**src/rtl/mmm_from_mont.sv**
```systemverilog
// Montgomery-domain exit converter: r = a * 2^-K mod m using K serial radix-2
// reduction steps followed by one conditional subtract.
module mmm_from_mont #(
    parameter int unsigned K = 64
) (
    input  logic         clk,
    input  logic         rst_n,
    input  logic         in_valid,
    output logic         in_ready,
    input  logic [K:0]   a_i,
    input  logic [K-1:0] m_i,
    output logic         out_valid,
    input  logic         out_ready,
    output logic [K-1:0] r_o,
    output logic         err_o
);

    localparam int unsigned CntW = (K > 1) ? $clog2(K) : 1;
    localparam logic [CntW-1:0] CntLast = CntW'(K - 1);

    typedef enum logic [1:0] {StIdle, StRun, StFix, StDone} state_e;

    state_e          state_q, state_d;
    logic [K:0]      s_q, s_d;
    logic [K-1:0]    m_q, m_d;
    logic [CntW-1:0] cnt_q, cnt_d;
    logic [K-1:0]    r_q, r_d;
    logic            err_q, err_d;

    logic [K:0]      s_step;
    logic [K-1:0]    s_minus_m;
    logic            s_ge_m;

    // (s + s[0]*m) >> 1 evaluated as halves: for odd s and odd m the two
    // dropped LSBs sum to exactly 2, contributing +1. Needs no carry-out bit.
    always_comb begin
        s_step = {1'b0, s_q[K:1]};
        if (s_q[0]) begin
            s_step = {1'b0, s_q[K:1]} + {2'b00, m_q[K-1:1]} + {{K{1'b0}}, 1'b1};
        end
    end

    // Result is < m < 2^K whenever the subtract is taken, so K bits suffice.
    assign s_minus_m = s_q[K-1:0] - m_q;
    assign s_ge_m    = (s_q >= {1'b0, m_q});

    always_comb begin
        state_d = state_q;
        s_d     = s_q;
        m_d     = m_q;
        cnt_d   = cnt_q;
        r_d     = r_q;
        err_d   = err_q;

        unique case (state_q)
            StIdle: begin
                if (in_valid) begin
                    s_d   = a_i;
                    m_d   = m_i;
                    cnt_d = '0;
                    // An even modulus skips reduction; FIX reports the error one
                    // edge after accept.
                    state_d = m_i[0] ? StRun : StFix;
                end
            end
            StRun: begin
                s_d   = s_step;
                cnt_d = cnt_q + CntW'(1);
                if (cnt_q == CntLast) begin
                    state_d = StFix;
                end
            end
            StFix: begin
                if (!m_q[0]) begin
                    r_d   = '0;
                    err_d = 1'b1;
                end else begin
                    r_d   = s_ge_m ? s_minus_m : s_q[K-1:0];
                    err_d = 1'b0;
                end
                state_d = StDone;
            end
            StDone: begin
                if (out_ready) begin
                    state_d = StIdle;
                end
            end
            default: state_d = StIdle;
        endcase
    end

    always_ff @(posedge clk or negedge rst_n) begin
        if (!rst_n) begin
            state_q <= StIdle;
            s_q     <= '0;
            m_q     <= '0;
            cnt_q   <= '0;
            r_q     <= '0;
            err_q   <= 1'b0;
        end else begin
            state_q <= state_d;
            s_q     <= s_d;
            m_q     <= m_d;
            cnt_q   <= cnt_d;
            r_q     <= r_d;
            err_q   <= err_d;
        end
    end

    assign in_ready  = (state_q == StIdle);
    assign out_valid = (state_q == StDone);
    assign r_o       = r_q;
    assign err_o     = err_q;

endmodule

```
**config.mk**
```make
export PLATFORM = sky130hd
export DESIGN_NAME = mmm_from_mont
export DESIGN_NICKNAME = d
export VERILOG_FILES = /design/src/rtl/mmm_from_mont.sv
export SDC_FILE = /design/constraint.sdc
export NUM_CORES = 1
export LEC_CHECK = 0
export CORE_MARGIN = 5
export CORE_UTILIZATION = 25
export DETAILED_ROUTE_END_ITERATION = 10
export GPL_ROUTABILITY_DRIVEN = 0
export MAX_ROUTING_LAYER = met4
export PLACE_DENSITY_LB_ADDON = 0.12
export SLEW_MARGIN = 10
export SYNTH_ARGS = -nofsm -noshare
export SYNTH_HDL_FRONTEND = slang
export SYNTH_SLANG_ARGS = --single-unit
```
**constraint.sdc**
```tcl
create_clock -name clk -period 8.76 [get_ports clk]
set_input_delay 2.19 -clock clk [delete_from_list [all_inputs] [get_ports clk]]
set_output_delay 2.19 -clock clk [all_outputs]
set_load 0.01 [all_outputs]
```
==> out/qor.txt <==
Post-synth EDFFs -> 0
Clk_skew -> 0.02376 ns
Longest Clk Path Bufs -> 3
R2R Setup Slk -> 3.77 ns
CTS Sinks -> 202
Vias per inst -> 5.324
Antenna violations before repair -> 0
Total wire length -> 76.64 mm
Layout cells sized above 1 -> 0.07390
Area Overhead vs Synth -> 22.55%
WP data required -> 9.18 ns
CTS tree -> yes
Hold EP -> r_o[6]$_DFFE_PN0P_
DIE WIDTH -> 273.0 µm
Setup_tns -> 0 ns
Register area share after synthesis -> 0.2924
Post-cts repair resize count -> 0
Rows -> 96
Largest net degree at the start of global routing -> 89
Cells after Synth -> 2146
DRC -> 0
HP Class -> reg2reg
Crit. End Element -> register
Status -> completed
Multi-input logic area -> 11240 µm²
Mapped Nets -> 2413
Worst R2R Path Depth -> 11
Hold_buf cts -> 0
Initial detailed-routing violation count -> 1657
Post-CTS setup buffers -> 0
Crit path max fanout -> 38
Port bufs -> 199
Worst-path cell chain -> ha_1, nand4_1, or4_1, nor2_1, nand3_1, o21ai_0, or3_1, o21ai_4, buf_4, nand2b_1, o221ai_1
RSZ-0062 raised after global routing -> false
Hold path start -> r_o[6]$_DFFE_PN0P_
Netlist Area Pre-Place -> 17290 µm²
Remaining antenna violation count -> 0
Final slew viol count -> 0
Top FF cell, synth -> dfrtp_1
Crit path DAT -> 5.41 ns
Clock Latency Late Sink -> 0.59 ns
DRT Pass-1 Iters -> 6
Chip Height -> 273.0 µm
Max-slew headroom -> 0.1238
Hold Path Stages -> 1
Fin crit share -> 0.5697
WL/cell -> 23.82 µm
Post-Syn Area per Cell -> 8.055 µm²
Vias -> 17132
FF+latch count, synth -> 202
Critical Path Slowest Stage Cell -> o21ai_4
Final Hold Violating Endpoints -> 0
Crit start category -> register
Post-layout min period -> 4.991 ns
Cell family with most CP delay -> simple AND/OR/NAND/NOR gates
Clock-pin slew on the worst setup and hold paths -> 0.07 ns
Kind of critical path -> reg2reg
FMAX -> 200.4 MHz
I/O pin count -> 200
Setup violations, final -> 0
Async S/R FF share, synth -> 1.000
Fill cells -> 7310
First-pass GRT wire length -> 114.5 mm
H-tree levels -> 1
Post-DP HPWL -> 57.65 mm
Register area -> 5056 µm²
Max incr delay on CP -> 0.80 ns
Worst path depth -> 11
Die area -> 74500 µm²
Worst r2r src -> s_q[46]$_DFFE_PN0P_
Starting Density -> 0.2520
Antenna Cells -> 0
Area of the core -> 68590 µm²
Vias in the first global route -> 17191
Worst Max-Slew Pin Slew -> 1.294 ns
Num CTS Buffers -> 28
WP buf/inv -> 1
Fin nets -> 2532
Total grt overflow -> 0
Total track usage -> 0.2033
Count of different cell masters after synthesis -> 77
Max-cap violation count -> 0
Clock Tree Root -> clkbuf_16
Yosys warning count -> 0
Worst r2r dst -> r_o[59]$_DFFE_PN0P_
-- sequential cells by signal (all words and copies together), names as in the netlist --
register / count
s_q: 65
err_o: 1
cnt_q: 6
state_q: 2
m_q: 64
r_o: 64
-- cells in the mapped netlist, drive strengths merged (24+ instances only) --
cell / count / area [µm²]
nand3: 40 / 200.2
dfrtp: 202 / 5055
o211ai: 24 / 185.2
nor2: 220 / 825.8
o21bai: 38 / 285.3
a21oi: 241 / 1206
nor2b: 31 / 201.4
mux2: 65 / 732.0
a21o: 25 / 187.7
mux2i: 25 / 250.2
clkbuf: 113 / 424.2
inv: 136 / 510.5
ha: 132 / 1652
nor3: 41 / 205.2
xnor2: 87 / 762.0
o21ai: 146 / 730.7
nand4: 29 / 181.4
o2bb2ai: 28 / 245.2
a211oi: 29 / 217.7
nand2: 137 / 514.2
-- logic make-up after synthesis --
family	Yosys count	share of synthesized area
buffers and inverters	274	0.05964
AND/OR/NAND/NOR	614	0.1692
adder cells (fa/ha/maj)	134	0.09786
AO/OA/AOI/OAI	731	0.2729
flip-flops	202	0.2924
XOR/XNOR	101	0.05117
multiplexers	90	0.05682
-- worst reg2reg max path: stages, from the launching register on --
cell and delay (ns):
dfrtp_1 0.49, ha_1 0.65, nand4_1 0.49, or4_1 0.18, nor2_1 0.04, nand3_1 0.08
o21ai_0 0.18, or3_1 0.44, o21ai_4 0.80, buf_4 0.55, nand2b_1 0.68, o221ai_1 0.23
-- through the flow --
stage          setup WS, ns  utilization  hold WS, ns  instances  area, µm²
2_1_floorplan         5.027            -       0.4991       2146      17290
3_3_place_gp          3.332       0.2941       0.4759       3166      20170
3_5_place_dp          3.255       0.2941       0.4730       3166      20170
4_1_cts               3.772       0.3089       0.4904       3218      21180
5_1_grt               3.444       0.3089       0.5057       3218      21180
6_report              3.769       0.3089       0.4857       3218      21180
-- worst max-delay path by stage --
stage	startpoint	end	slack (ns)
finish	s_q[46]$_DFFE_PN0P_	r_o[59]$_DFFE_PN0P_	3.77
global route	s_q[6]$_DFFE_PN0P_	r_o[59]$_DFFE_PN0P_	3.44
CTS	s_q[0]$_DFFE_PN0P_	r_o[59]$_DFFE_PN0P_	3.77
detailed placement	in_valid	s_q[59]$_DFFE_PN0P_	3.25
global placement	in_valid	s_q[59]$_DFFE_PN0P_	3.33
floorplan	s_q[0]$_DFFE_PN0P_	r_o[56]$_DFFE_PN0P_	5.03
-- per-layer routing --
| metal | GRT usage | share of wire | vias to the layer above |
|---|---|---|---|
| met5 | - | 0 | - |
| met4 | 0.03598 | 0.020 | 0 |
| met3 | 0.02327 | 0.051 | 85 |
| met2 | 0.3244 | 0.46 | 611 |
| met1 | 0.2830 | 0.47 | 8457 |
| li1 | - | - | 7979 |
-- cell type report --
class | instances | share of cell area
clock inverters | 20 | 0.01341
repair buffers | 221 | 0.1027
flip-flops and latches | 202 | 0.2387
clock buffers | 32 | 0.03426
multi-input cells | 1670 | 0.5308
well taps | 931 | 0.05499
inverters | 142 | 0.02522
-- placed cells by master, fill, tap and decap left out, types with 30 or more instances in the layout --
master and count:
ha_1 131, dfrtp_1 201, a21oi_1 240, nand2_1 136
nand3_1 40, inv_1 135, o21bai_1 38, o21ai_0 144
nor2b_1 30, nor3_1 41, clkdlybuf4s50_1 198, nor2_1 220
mux2_2 65, xnor2_1 87
Power is left out: the tool's default activity adds up to more than one toggle a clock period on the data nets, which glitch-free logic cannot reach.
